$ cat src/rtl/mem_request_arbiter_if.sv
// Bundle between datapath, arbiter and memory controller.
// Fetch (i_*), data (d_*) and memory-side (m_*) signals plus err.
// slave: arbiter view. master: datapath/controller environment view.
// Signals:
//   i_req/i_addr/i_rdata/i_done            instruction fetch channel
//   d_ren/d_wen/d_addr/d_wdata/d_size      data load/store request
//   d_unsigned/d_rdata/d_done              data load result and completion
//   m_ren/m_wen/m_addr/m_wdata/m_sel       shared memory controller strobes
//   m_rdata/m_ready                        controller read data and ack
//   err                                    misalign / reserved / timeout pulse
`timescale 1ns/1ps
interface mem_request_arbiter_if #(
    parameter int ADDR_W = 32,
    parameter int DATA_W = 32
);
    logic              i_req;
    logic [ADDR_W-1:0] i_addr;
    logic [DATA_W-1:0] i_rdata;
    logic              i_done;

    logic              d_ren;
    logic              d_wen;
    logic [ADDR_W-1:0] d_addr;
    logic [DATA_W-1:0] d_wdata;
    logic [1:0]        d_size;
    logic              d_unsigned;
    logic [DATA_W-1:0] d_rdata;
    logic              d_done;

    logic              m_ren;
    logic              m_wen;
    logic [ADDR_W-1:0] m_addr;
    logic [DATA_W-1:0] m_wdata;
    logic [3:0]        m_sel;
    logic [DATA_W-1:0] m_rdata;
    logic              m_ready;

    logic              err;

    modport slave (
        input  i_req, i_addr, d_ren, d_wen, d_addr, d_wdata,
        input  d_size, d_unsigned, m_rdata, m_ready,
        output i_rdata, i_done, d_rdata, d_done,
        output m_ren, m_wen, m_addr, m_wdata, m_sel, err
    );

    modport master (
        output i_req, i_addr, d_ren, d_wen, d_addr, d_wdata,
        output d_size, d_unsigned, m_rdata, m_ready,
        input  i_rdata, i_done, d_rdata, d_done,
        input  m_ren, m_wen, m_addr, m_wdata, m_sel, err
    );
endinterface

$ cat src/rtl/mem_request_arbiter.sv
// Shares one memory-controller port between fetch and data requests.
// Ports: clk, nRst (async active-low), bus (mem_request_arbiter_if.slave).
// Data wins in IDLE; a channel is masked while its done pulse is showing,
// so a completed data access hands the next grant to a pending fetch.
// All outputs are registered; accesses without m_ready abort after TIMEOUT.
`timescale 1ns/1ps
module mem_request_arbiter #(
    parameter int ADDR_W  = 32,
    parameter int DATA_W  = 32,
    parameter int TIMEOUT = 16
) (
    input  logic                clk,
    input  logic                nRst,
    mem_request_arbiter_if.slave bus
);
    localparam int CW = (TIMEOUT > 2) ? $clog2(TIMEOUT) : 1;

    typedef enum logic [1:0] {IDLE, IACC, DACC, RESP} state_t;

    state_t            r_state;
    logic [CW-1:0]     r_cnt;
    logic              r_m_ren;
    logic              r_m_wen;
    logic [ADDR_W-1:0] r_m_addr;
    logic [DATA_W-1:0] r_m_wdata;
    logic [3:0]        r_m_sel;
    logic [DATA_W-1:0] r_i_rdata;
    logic [DATA_W-1:0] r_d_rdata;
    logic              r_i_done;
    logic              r_d_done;
    logic              r_err;
    logic [1:0]        r_size;
    logic [1:0]        r_lo;
    logic              r_uns;

    logic              w_d_req;
    logic              w_i_req;
    logic              w_d_bad;
    logic              w_i_bad;
    logic              w_tmo;
    logic [3:0]        w_sel;
    logic [DATA_W-1:0] w_wdata;
    logic [7:0]        w_byte;
    logic [15:0]       w_half;
    logic [DATA_W-1:0] w_load;

    // The done pulse doubles as a one-cycle mask so a requester still
    // holding its line while it sees done is not granted again.
    assign w_d_req = (bus.d_ren | bus.d_wen) & ~r_d_done;
    assign w_i_req = bus.i_req & ~r_i_done;

    assign w_d_bad = (bus.d_size == 2'b11)
        | ((bus.d_size == 2'b01) & bus.d_addr[0])
        | ((bus.d_size == 2'b10) & (bus.d_addr[1:0] != 2'b00));
    assign w_i_bad = (bus.i_addr[1:0] != 2'b00);

    assign w_tmo = ~bus.m_ready & (r_cnt == CW'(TIMEOUT - 1));

    always_comb begin
        w_sel   = 4'b1111;
        w_wdata = bus.d_wdata;
        case (bus.d_size)
            2'b00: begin
                w_sel   = 4'b0001 << bus.d_addr[1:0];
                w_wdata = {4{bus.d_wdata[7:0]}};
            end
            2'b01: begin
                w_sel   = bus.d_addr[1] ? 4'b1100 : 4'b0011;
                w_wdata = {2{bus.d_wdata[15:0]}};
            end
            default: ;
        endcase
    end

    always_comb begin
        w_byte = bus.m_rdata[{r_lo, 3'b000} +: 8];
        w_half = r_lo[1] ? bus.m_rdata[31:16] : bus.m_rdata[15:0];
        case (r_size)
            2'b00: w_load = r_uns ? {{(DATA_W-8){1'b0}}, w_byte}
                                  : {{(DATA_W-8){w_byte[7]}}, w_byte};
            2'b01: w_load = r_uns ? {{(DATA_W-16){1'b0}}, w_half}
                                  : {{(DATA_W-16){w_half[15]}}, w_half};
            default: w_load = bus.m_rdata;
        endcase
    end

    always_ff @(posedge clk or negedge nRst) begin
        if (!nRst) begin
            r_state   <= IDLE;
            r_cnt     <= '0;
            r_m_ren   <= 1'b0;
            r_m_wen   <= 1'b0;
            r_m_addr  <= '0;
            r_m_wdata <= '0;
            r_m_sel   <= '0;
            r_i_rdata <= '0;
            r_d_rdata <= '0;
            r_i_done  <= 1'b0;
            r_d_done  <= 1'b0;
            r_err     <= 1'b0;
            r_size    <= '0;
            r_lo      <= '0;
            r_uns     <= 1'b0;
        end else begin
            r_i_done <= 1'b0;
            r_d_done <= 1'b0;
            r_err    <= 1'b0;
            unique case (r_state)
                IDLE, RESP: begin
                    r_state <= IDLE;
                    r_cnt   <= '0;
                    if (w_d_req) begin
                        if (w_d_bad) begin
                            r_d_done  <= 1'b1;
                            r_err     <= 1'b1;
                            r_d_rdata <= '0;
                        end else begin
                            r_state   <= DACC;
                            r_m_ren   <= ~bus.d_wen;
                            r_m_wen   <= bus.d_wen;
                            r_m_addr  <= {bus.d_addr[ADDR_W-1:2], 2'b00};
                            r_m_sel   <= w_sel;
                            r_m_wdata <= bus.d_wen ? w_wdata : '0;
                            r_size    <= bus.d_size;
                            r_lo      <= bus.d_addr[1:0];
                            r_uns     <= bus.d_unsigned;
                        end
                    end else if (w_i_req) begin
                        if (w_i_bad) begin
                            r_i_done  <= 1'b1;
                            r_err     <= 1'b1;
                            r_i_rdata <= '0;
                        end else begin
                            r_state   <= IACC;
                            r_m_ren   <= 1'b1;
                            r_m_addr  <= bus.i_addr;
                            r_m_sel   <= 4'b1111;
                            r_m_wdata <= '0;
                        end
                    end
                end
                IACC, DACC: begin
                    if (bus.m_ready || w_tmo) begin
                        r_state   <= RESP;
                        r_cnt     <= '0;
                        r_m_ren   <= 1'b0;
                        r_m_wen   <= 1'b0;
                        r_m_addr  <= '0;
                        r_m_sel   <= '0;
                        r_m_wdata <= '0;
                        r_err     <= w_tmo;
                        if (r_state == DACC) begin
                            r_d_done <= 1'b1;
                            if (w_tmo)
                                r_d_rdata <= '0;
                            else if (r_m_ren)
                                r_d_rdata <= w_load;
                        end else begin
                            r_i_done  <= 1'b1;
                            r_i_rdata <= w_tmo ? '0 : bus.m_rdata;
                        end
                    end else begin
                        r_cnt <= r_cnt + 1'b1;
                    end
                end
                default: r_state <= IDLE;
            endcase
        end
    end

    assign bus.m_ren   = r_m_ren;
    assign bus.m_wen   = r_m_wen;
    assign bus.m_addr  = r_m_addr;
    assign bus.m_wdata = r_m_wdata;
    assign bus.m_sel   = r_m_sel;
    assign bus.i_rdata = r_i_rdata;
    assign bus.d_rdata = r_d_rdata;
    assign bus.i_done  = r_i_done;
    assign bus.d_done  = r_d_done;
    assign bus.err     = r_err;
endmodule

$ cat src/flat_wrapper.sv
// flat-port wrapper written by rule: the top's interface ports become plain ports
module mem_request_arbiter_flat 
#(
    parameter int ADDR_W  = 32,
    parameter int DATA_W  = 32,
    parameter int TIMEOUT = 16
)
  (clk, nRst, bus_i_req, bus_i_addr, bus_d_ren, bus_d_wen, bus_d_addr, bus_d_wdata, bus_d_size, bus_d_unsigned, bus_m_rdata, bus_m_ready, bus_i_rdata, bus_i_done, bus_d_rdata, bus_d_done, bus_m_ren, bus_m_wen, bus_m_addr, bus_m_wdata, bus_m_sel, bus_err);
  mem_request_arbiter_if #(.ADDR_W(ADDR_W), .DATA_W(DATA_W)) bus_i ();
  input  logic clk;
  input  logic nRst;
  input wire logic [$bits(bus_i.i_req)-1:0] bus_i_req;
  input wire logic [$bits(bus_i.i_addr)-1:0] bus_i_addr;
  input wire logic [$bits(bus_i.d_ren)-1:0] bus_d_ren;
  input wire logic [$bits(bus_i.d_wen)-1:0] bus_d_wen;
  input wire logic [$bits(bus_i.d_addr)-1:0] bus_d_addr;
  input wire logic [$bits(bus_i.d_wdata)-1:0] bus_d_wdata;
  input wire logic [$bits(bus_i.d_size)-1:0] bus_d_size;
  input wire logic [$bits(bus_i.d_unsigned)-1:0] bus_d_unsigned;
  input wire logic [$bits(bus_i.m_rdata)-1:0] bus_m_rdata;
  input wire logic [$bits(bus_i.m_ready)-1:0] bus_m_ready;
  output wire logic [$bits(bus_i.i_rdata)-1:0] bus_i_rdata;
  output wire logic [$bits(bus_i.i_done)-1:0] bus_i_done;
  output wire logic [$bits(bus_i.d_rdata)-1:0] bus_d_rdata;
  output wire logic [$bits(bus_i.d_done)-1:0] bus_d_done;
  output wire logic [$bits(bus_i.m_ren)-1:0] bus_m_ren;
  output wire logic [$bits(bus_i.m_wen)-1:0] bus_m_wen;
  output wire logic [$bits(bus_i.m_addr)-1:0] bus_m_addr;
  output wire logic [$bits(bus_i.m_wdata)-1:0] bus_m_wdata;
  output wire logic [$bits(bus_i.m_sel)-1:0] bus_m_sel;
  output wire logic [$bits(bus_i.err)-1:0] bus_err;
  assign bus_i.i_req = bus_i_req;
  assign bus_i.i_addr = bus_i_addr;
  assign bus_i.d_ren = bus_d_ren;
  assign bus_i.d_wen = bus_d_wen;
  assign bus_i.d_addr = bus_d_addr;
  assign bus_i.d_wdata = bus_d_wdata;
  assign bus_i.d_size = bus_d_size;
  assign bus_i.d_unsigned = bus_d_unsigned;
  assign bus_i.m_rdata = bus_m_rdata;
  assign bus_i.m_ready = bus_m_ready;
  assign bus_i_rdata = bus_i.i_rdata;
  assign bus_i_done = bus_i.i_done;
  assign bus_d_rdata = bus_i.d_rdata;
  assign bus_d_done = bus_i.d_done;
  assign bus_m_ren = bus_i.m_ren;
  assign bus_m_wen = bus_i.m_wen;
  assign bus_m_addr = bus_i.m_addr;
  assign bus_m_wdata = bus_i.m_wdata;
  assign bus_m_sel = bus_i.m_sel;
  assign bus_err = bus_i.err;
  mem_request_arbiter #(.ADDR_W(ADDR_W), .DATA_W(DATA_W), .TIMEOUT(TIMEOUT)) u_core (.clk(clk), .nRst(nRst), .bus(bus_i));
endmodule
$ cat config.mk
export PLATFORM = sky130hd
export DESIGN_NAME = mem_request_arbiter_flat
export DESIGN_NICKNAME = d
export VERILOG_FILES = /design/src/rtl/mem_request_arbiter_if.sv /design/src/rtl/mem_request_arbiter.sv /design/src/flat_wrapper.sv
export SDC_FILE = /design/constraint.sdc
export NUM_CORES = 1
export LEC_CHECK = 0
export CAP_MARGIN = 25
export CORE_MARGIN = 10
export CORE_UTILIZATION = 41
export CTS_CLUSTER_DIAMETER = 40
export DETAILED_ROUTE_END_ITERATION = 10
export PLACE_DENSITY = 0.86
export RECOVER_POWER = 25
export SLEW_MARGIN = 40
export SYNTH_ARGS = -nofsm -noshare
export SYNTH_HDL_FRONTEND = slang
export SYNTH_SLANG_ARGS = --single-unit
$ cat constraint.sdc
create_clock -name clk -period 1.8 [get_ports clk]
set_input_delay 0.18 -clock clk [delete_from_list [all_inputs] [get_ports clk]]
set_output_delay 0.18 -clock clk [all_outputs]
set_load 0.01 [all_outputs]
== Word-level counts from Yosys, hierarchy flattened ==
Cells that the tools add are included.

* Register bits after elaboration: 148
* Bits in latches: 0
* Bits in writable memories: 0
* Bits in read-only memories: 0
* Input port bits: 137
* Output and inout bits: 137
* Word-level logic and storage cells: 135
* Memories kept: 0

* Add/subtract/negate cells: 1
* Multiply operators: 0
* Div/mod/pow operators: 0
* Order comparisons: 0
* Equal/unequal tests: 21
* Shifts and indexed selects: 2
* Multiplexer cells: 70
* Bitwise logic cells: 13
* Reductions and logical operators: 13

{| class="wikitable"
|+ Operator list
! kind !! count
|-
| 2-to-1 mux 32 bit || 24
|-
| one-hot mux 32 bit (2 select lines) || 6
|-
| variable part select 32 x 6 -> 8 bit || 1
|-
| 2-to-1 mux 4 bit || 7
|-
| one-hot mux 4 bit (2 select lines) || 3
|-
| 2-to-1 mux 1 bit || 19
|-
| 2-to-1 mux 16 bit || 1
|-
| inequality test 2 x 1 -> 1 bit, second input constant || 6
|-
| one-hot mux 1 bit (2 select lines) || 5
|-
| AND reduction 5 bit || 2
|-
| == test 2 bit, second input constant || 4
|-
| 2-to-1 mux 2 bit || 4
|-
| == test 2 x 1 -> 1 bit, second input constant || 3
|-
| zero test 2 bit || 3
|-
| inequality test 2 bit, second input constant || 3
|-
| inequality test 3 x 1 -> 1 bit, second input constant || 2
|-
| AND reduction 3 bit || 2
|-
| AND 1 bit || 5
|-
| NOT 1 bit || 5
|-
| adder 4 x 1 -> 4 bit, second input constant || 1
|-
| == test 4 bit, second input constant || 1
|-
| one-hot mux 2 bit (2 select lines) || 1
|-
| AND reduction 4 bit || 1
|-
| nonzero test 2 bit || 2
|-
| 6 further kinds || 9
|}

== Depth between registers and ports, before layout ==
Gate-level depths: netlist of run 1.

* Depth after elaboration: 8
* Gate-level depth with buffers: 9
* Gate-level depth less buffers: 6

== Worst setup path after synthesis of run 1 ==
No wires, ideal clock.

* Path kind: reg2reg
* Start point: reg u_core.r_state[0]
* End point: reg u_core.r_d_rdata[22] (netlist: u_core.bus.d_rdata[22])
* Setup time: 0.120 ns
* Arrival: 1.868 ns
* Data required time: 1.680 ns
* Slack: -0.187 ns
* Cell stages (with the launch flop): 9
* Buffers on the path: 2
* Cell sequence: dfrtp_1 inv_1 ha_1 a311oi_4 nor3_4 and2_1 buf_2 buf_6 a31o_1

* Word-level cells in the longest chain between the ends: 4

{| class="wikitable"
|+ RTL lines
! element !! RTL line !! source
|-
| from (decl) || mem_request_arbiter.sv:20 || <nowiki>state_t r_state;</nowiki>
|-
| from (signal assigned) || mem_request_arbiter.sv:89 || <nowiki>r_state <= IDLE;</nowiki>
|-
| from (signal assigned) || mem_request_arbiter.sv:110 || <nowiki>r_state <= IDLE;</nowiki>
|-
| from (signal assigned) || mem_request_arbiter.sv:118 || <nowiki>r_state <= DACC;</nowiki>
|-
| == test 2 x 1 -> 1 bit (tied with other cells) || mem_request_arbiter.sv:108 || <nowiki>unique case (r_state)</nowiki>
|-
| OR reduction 2 bit || mem_request_arbiter.sv:108 ||
|-
| inequality test 3 x 1 -> 1 bit (no source line) / inequality test 2 x 1 -> 1 bit (equally long branches) || -- ||
|-
| AND reduction 5 bit (no source line) || -- ||
|-
| to (signal assigned) || mem_request_arbiter.sv:157 || <nowiki>r_d_rdata <= w_load;</nowiki>
|-
| to (decl) || mem_request_arbiter.sv:28 || <nowiki>logic [DATA_W-1:0] r_d_rdata;</nowiki>
|}

Several ways; a longest one is shown, not always the timed one.
A chain may end at the register's enable or synchronous reset.

== Worst setup path after layout of run 1 ==
* Start point: reg u_core.r_state[1]
* End point: reg u_core.r_m_wdata[25] (netlist: u_core.bus.m_wdata[25])

* Word-level cells in the longest chain between the ends: 4

{| class="wikitable"
|+ RTL lines
! element !! RTL line !! source
|-
| == test 2 bit (tied with other cells) || mem_request_arbiter.sv:108 ||
|-
| OR reduction 2 bit || mem_request_arbiter.sv:108 ||
|-
| inequality test 3 x 1 -> 1 bit (no source line) (tied with other cells) || -- ||
|-
| AND reduction 4 bit (no source line) || -- ||
|-
| to (signal assigned) || mem_request_arbiter.sv:123 || <nowiki>r_m_wdata <= bus.d_wen ? w_wdata : '0;</nowiki>
|-
| to (decl) || mem_request_arbiter.sv:25 || <nowiki>logic [DATA_W-1:0] r_m_wdata;</nowiki>
|}

Several ways; a longest one is shown, not always the timed one.

==> summary.txt, run 1 <==
Finished Cell Area: 12100 µm²
drt first pass iters: 8
CP Class: reg2reg
crit-path cells: ha_4 -> inv_2 -> or4_4 -> nand3_4 -> clkbuf_16 -> a22o_1
GRT Total Usage: 22.6%
CP arrival: 2.28 ns
ys async rst share: 100%
CP max stage delay: 0.47 ns
Clock transition at path regs: 0.07 ns
TritonCTS sink count: 148
area grow syn2layout: 61.1%
CP max FO: 7
Syn. warnings: 0
Hold WC Path Type: in2reg
Synth cell types: 59
Slew HR: 8.05%
Cells after Synth: 658
setup ws final: -0.109 ns
Max clock buf depth: 2
Residual DRC: 0
Die Ht: 155 µm
TritonCTS clock tree: done
Detail Route Antenna Nets: 0
final-report setup violation count: 44
Routed Wire Length: 29200 µm
CTS buffer count: 17
share of cells above drive strength 1: 20.8%
Multi-input gate area: 3740 µm²
total grt overflow: 0
WL/cell: 23.8 µm
final-report hold violation count: 0
Pwr Density: 1890 nW/µm²
Yosys reg bits: 148
min cycle time layout: 1.91 ns
Mapped Nets: 798
Slew Viols, Final: 0
htree depth: 4
Peak VDD IR: 1010 µV
FP Rows: 49
CP max-delay cell: or4_4
largest net degree at the start of global routing: 54
I/O pins: 274
IO buf count: 273
CP bufs+invs: 2
Post-synth EDFFs: 0
FILL cells: 1291
Avg Inst Size Synth: 11.4 µm²
vias in the first global route: 7241
register area share after synthesis: 49.4%
max cap viols: 0
initial core utilization: 41.7%
status: complete, but fails checks
vias: 7148
Root Driver: clkbuf_16
GPL Wtd Cong: 0.970
Nets: 1121
antenna violations before repair: 3
Primary FF master, synth: dfrtp_1
endpoint type of the worst setup path: register
RSZ-0062 raised after global routing: true
worst slew pin tran: 1.38 ns
HPWL Detailed: 20600 µm
vias per cell: 5.84
DR iter-0 viols: 564
fmax: 524 MHz
worst skew pair latency: 0.43 ns
WP data required: 2.17 ns
Area after DPL: 11000 µm²
delay-heaviest family, CP: simple AND/OR/NAND/NOR gates
final core utilization: 67.2%
Pleak: 0.00516 µW
crit share post-route: 106%
die extent in x: 155 µm
crit path launch type: register
clock skew: 0.00807 ns
die area: 24100 µm²
failing checks: negative setup slack
Seq. cell area: 3700 µm²
global-route wire length before repair: 43100 µm
Core Box Area: 18000 µm²
Post-Syn Area: 7490 µm²
## report_power, final
group / switching [µW] / internal [µW]
clock: 1550 / 2090
sequential: 924 / 4580
combinational: 6720 / 6900
## Yosys cell counts (all sizes together) (2+ instances only)
library cell / n / share of area (%)
nor3b: 2 / 0.27
a22o: 17 / 2.0
nand2: 47 / 2.4
mux2: 12 / 1.8
nor2: 15 / 0.75
mux4: 6 / 1.8
ha: 3 / 0.50
o21a: 6 / 0.60
o2bb2ai: 63 / 8.2
dfrtp: 148 / 49
and2: 5 / 0.42
nor3: 8 / 0.84
inv: 7 / 0.35
o22ai: 6 / 0.50
mux2i: 58 / 7.7
a21oi: 5 / 0.38
nand2b: 6 / 0.50
o32ai: 2 / 0.23
a21boi: 23 / 2.3
o21ai: 58 / 3.9
nor2b: 4 / 0.33
a21o: 20 / 2.0
a211oi: 3 / 0.30
o31ai: 34 / 3.4
o211ai: 3 / 0.30
nand3: 3 / 0.37
clkbuf: 30 / 1.5
a31o: 16 / 1.9
buf: 31 / 2.7
## cells by family after synthesis
logic type	Yosys count	share of synthesized area (%)
buffers and inverters	68	4.56
DFF	148	49.4
muxes	76	11.4
xor gates and xnor gates	2	0.234
AOI/OAI and AO/OA	267	27.5
and+or+nand+nor	94	6.41
adders and majority gates	3	0.501
## worst min-delay path, stage by stage
cell	delay (ns)
clkdlybuf4s50_1	0.39
mux2i_1	0.12
o2bb2ai_1	0.07
## sequential cells by signal, indices dropped and copies added, names as in the netlist, 2 cells and up
name,cells
u_core.bus.d_rdata,32
u_core.bus.i_rdata,32
u_core.bus.m_addr,32
u_core.bus.m_wdata,32
u_core.bus.m_sel,4
u_core.r_cnt,4
u_core.r_lo,2
u_core.r_size,2
u_core.r_state,2
## through the flow
stage                     hold WS [ns]  power [µW]  setup TNS [ns]  setup WS, ns  std cells
final                            0.369       22800           -3.06        -0.109       1225
after global placement           0.161       16800          -17.14        -0.172       1179
after CTS                        0.282       20900           -3.54       -0.0797       1213
after detailed placement         0.161       17100          -24.67        -0.275       1179
after floorplan                 -0.116       11800           -1.15        -0.112        658
after global routing             0.390       23900           -7.77        -0.182       1225
## cell type report
| class | instances | share of cell area [%] |
|---|---|---|
| Multi-Input combinational cell | 445 | 31.0 |
| Timing Repair Buffer | 362 | 30.8 |
| Sequential cell | 148 | 30.7 |
| Clock buffer | 18 | 3.64 |
| Tap cell | 229 | 2.37 |
| Clock inverter | 14 | 1.26 |
| Inverter | 7 | 0.218 |
| Antenna cell | 2 | 0.0415 |
## layer usage
layer | part of all wire (%) | vias up | track usage, %
li1 | - | 3168 | -
met1 | 39 | 3556 | 27.5
met3 | 8.3 | 77 | 7.36
met2 | 50 | 345 | 36.4
met5 | 0.041 | - | 0
met4 | 3.3 | 2 | 8.60
## layout by cell type (no fill, tap or decap), drive strengths merged, types with 5 or more instances in the layout
master	Yosys	final
o21a	6	6
o21ai	58	58
a22o	17	17
a21oi	5	5
nor2	15	15
mux4	6	6
buf	31	83
and2	5	5
inv	7	10
a31o	16	16
mux2	12	12
a21o	20	20
o22ai	6	6
clkinv	0	6
clkbuf	30	24
nor3	8	8
mux2i	58	58
dfrtp	148	148
o31ai	34	34
a21boi	23	23
nand2b	6	6
o2bb2ai	63	63
clkdlybuf4s50	0	272
nand2	47	47
## final timing paths
| path | to | slack, ns | startpoint | cells past startpoint |
|---|---|---|---|---|
| worst max-delay path | u_core.bus.m_wdata[25] | -0.11 | u_core.r_state[1] | 6 |
| worst min-delay path | u_core.bus.m_addr[2] | 0.37 | bus_d_addr[2] | 3 |
| worst max register to register | u_core.bus.m_wdata[25] | -0.11 | u_core.r_state[1] | 6 |
| worst min register to register | u_core.bus.m_sel[0] | 0.49 | u_core.bus.m_sel[0] | 1 |
| max in group asynchronous | u_core.r_lo[1] | 0.26 | nRst | 3 |
| min in group asynchronous | u_core.bus.d_rdata[10] | 0.60 | nRst | 2 |
## what timing repair did
action | in CTS | in global routing
setup endpoints to repair | 101 | 133
setup buffers | 0 | 1
gates cloned | 1 | 9
hold buffers | 1 | 0
gates resized for setup | 5 | 56
endpoints found under the hold margin | 48 | 0
pin swaps | 1 | 20
Note: power is estimated with default switching activity, not from simulation.
==> run 2, diff against run 1 <==
Settings changed: ABC_AREA set to 1, CORE_UTILIZATION 41 to 40, PLACE_DENSITY 0.86 to 0.85.
==> summary.txt, run 2 <==
status: finished clean
Area after DPL: 10300 µm²
Max clock buf depth: 2
endpoint type of the worst setup path: register
IO buf count: 273
CP arrival: 2.06 ns
die extent in x: 153 µm
Internal: 12500 µW
Core Box Area: 17400 µm²
r2r worst-path depth: 10
CP max FO: 8
most instantiated cells after synthesis: nand2_1, dfrtp_1, o21ai_0
Slew Viols, Final: 0
worst skew pair latency: 0.43 ns
share of cells above drive strength 1: 9.58%
Root Driver: clkbuf_16
most instantiated library cell after synthesis: nand2_1
Slew HR: 48.3%
ys async rst share: 100%
CP Class: reg2reg
Hold Path Depth: 3
die area: 23500 µm²
Peak VDD IR: 1160 µV
most frequent cells in the layout: nand2_1, clkdlybuf4s50_1, dfrtp_1
total grt overflow: 0
WHS: 0.364 ns
total power: 21900 µW
DR iter-0 viols: 795
WL/cell: 19.7 µm
HPWL Detailed: 20000 µm
mux cell area share after synthesis: 0%
antenna violations before repair: 2
htree depth: 4
WP data required: 2.10 ns
Routed Wire Length: 28100 µm
Mapped Nets: 1034
vias per cell: 5.41
Ant. Diodes: 0
GRT Total Usage: 21.8%
worst slew pin tran: 0.775 ns
share of the synthesized area in the top cell type: 52.0%
fmax: 567 MHz
Die Ht: 153 µm
Primary FF master, synth: dfrtp_1
Syn. warnings: 0
Sw Share: 43.0%
largest net degree at the start of global routing: 64
Clock transition at path regs: 0.06 ns
TritonCTS clock tree: done
Residual DRC: 0
adder and majority cell fraction of the synthesized area: 0.527%
DP Cell Count: 1382
global-route wire length before repair: 41200 µm
dpl ws: -0.0544 ns
max cap viols: 0
final-report hold violation count: 0
Post-synth EDFFs: 0
Synth cell types: 34
Hold WC Path Type: in2reg
min cycle time layout: 1.77 ns
Sequential Power Share: 24.6%
initial core utilization: 41.0%
CTS buffer count: 17
xor-xnor portion of the synthesized cell area: 0.246%
Psw: 9390 µW
CP max stage delay: 0.40 ns
TritonCTS sink count: 148
Clk pwr share: 16.9%
Avg Inst Size Synth: 7.97 µm²
crit share post-route: 98.1%
Pleak: 0.00521 µW
Pwr Density: 1940 nW/µm²
GPL Wtd Cong: 0.908
top cells by area, synth: dfrtp_1, nand2_1, o21ai_0
area grow syn2layout: 58.0%
non-filler instance count after layout: 1426
Comb pwr share: 58.5%
compound-gate portion of the synthesized area: 15.0%
vias: 7712
Finished Cell Area: 11300 µm²
crit-path cells: inv_2 -> ha_4 -> inv_6 -> buf_6 -> nor2_2 -> nor3_4 -> nand2_4 -> clkbuf_16 -> nand2_1 -> o21ai_0
Yosys reg bits: 148
largest area contributor in the netlist: dfrtp_1
final-report setup violation count: 0
Nets: 1328
clock skew: 0.00821 ns
setup ws final: 0.0349 ns
commonest non-fill, non-tap cell in the layout: nand2_1
crit path launch type: register
register area share after synthesis: 52.0%
Post-Synth Simple-Gate Area: 26.6%
Detail Route Antenna Nets: 0
CP max-delay cell: dfrtp_1
vias in the first global route: 7510
RSZ-0062 raised after global routing: true
I/O pins: 274
Cells after Synth: 894
Post-Syn Area: 7120 µm²
FP Rows: 48
drt first pass iters: 5
largest family of logic cells by synthesized area: simple AND/OR/NAND/NOR gates
==> run 2: worst max-delay path: cells and delay by family, from the launching register on <==
kind	cells	cell delay (ns)
and+or+nand+nor	4	0.45
DFF	1	0.40
buffers and inverters	4	0.49
adders and majority gates	1	0.21
AOI/OAI and AO/OA	1	0.09
==> run 2: layout make-up <==
cell class                      instances  area (µm²)
Fill cell                            1418        6100
Inverter                               34         133
Clock buffer                           18         429
Multi-Input combinational cell        658        3090
Sequential cell                       148        3700
Clock inverter                         14         178
Timing Repair Buffer                  329        3440
Tap cell                              225         282
==> run 2: stage by stage <==
step,util (%),TNS [ns]
after CTS,63.0,0
after floorplan,-,0
final,64.8,0
after detailed placement,59.4,-0.597
after global routing,64.8,-0.132
after global placement,59.4,-0.0187
==> run 2: cell families (layout without fill, tap and decap cells) <==
| group | count (synthesis) | after routing |
|---|---|---|
| and+or+nand+nor | 464 | 464 |
| AOI/OAI and AO/OA | 189 | 189 |
| DFF | 148 | 148 |
| buffers and inverters | 88 | 395 |
| adders and majority gates | 3 | 3 |
| xor gates and xnor gates | 2 | 2 |
==> run 2: per-layer routing <==
metal	GRT usage, %	part of all wire, %	vias to the layer above
li1	-	-	3532
met1	25.6	37	3634
met2	36.5	48	497
met3	9.32	13	45
met4	3.96	1.8	4
met5	0	0.11	-
==> run 2: worst paths after layout <==
check                                     start                     end  slack [ns]
max in group asynchronous                  nRst   u_core.bus.m_addr[13]        0.62
hold / removal                   bus_d_unsigned            u_core.r_uns        0.36
setup / recovery              u_core.r_state[0]  u_core.bus.i_rdata[13]        0.03
setup reg to reg              u_core.r_state[0]  u_core.bus.i_rdata[13]        0.03
hold reg to reg            u_core.bus.m_addr[1]    u_core.bus.m_addr[1]        0.47
min in group asynchronous                  nRst   u_core.bus.d_rdata[5]        0.37
==> run 2: power groups by stage <==
| stage | registers, µW | clock network, µW | logic, µW |
|---|---|---|---|
| 3_3_place_gp | 5340 | 0 | 10800 |
| 5_1_grt | 5520 | 3880 | 13800 |
| 2_1_floorplan | 5750 | 0 | 5720 |
| 6_report | 5370 | 3710 | 12800 |
| 4_1_cts | 5340 | 3730 | 11100 |
| 3_5_place_dp | 5380 | 0 | 11000 |
==> run 2: repair_timing <==
item                                    4_1_cts  5_1_grt
resized for setup                             0       30
endpoints found under the setup margin        0      137
buffers inserted                              0        1
hold buffers                                  1        0
hold endpoints to repair                    124        0
==> run 3, diff against run 2 <==
Settings changed: ABC_CLOCK_PERIOD_IN_PS set to 1800.
==> results of run 3 <==
No change in the layout: final DEF, timing and power equal those of run 2.
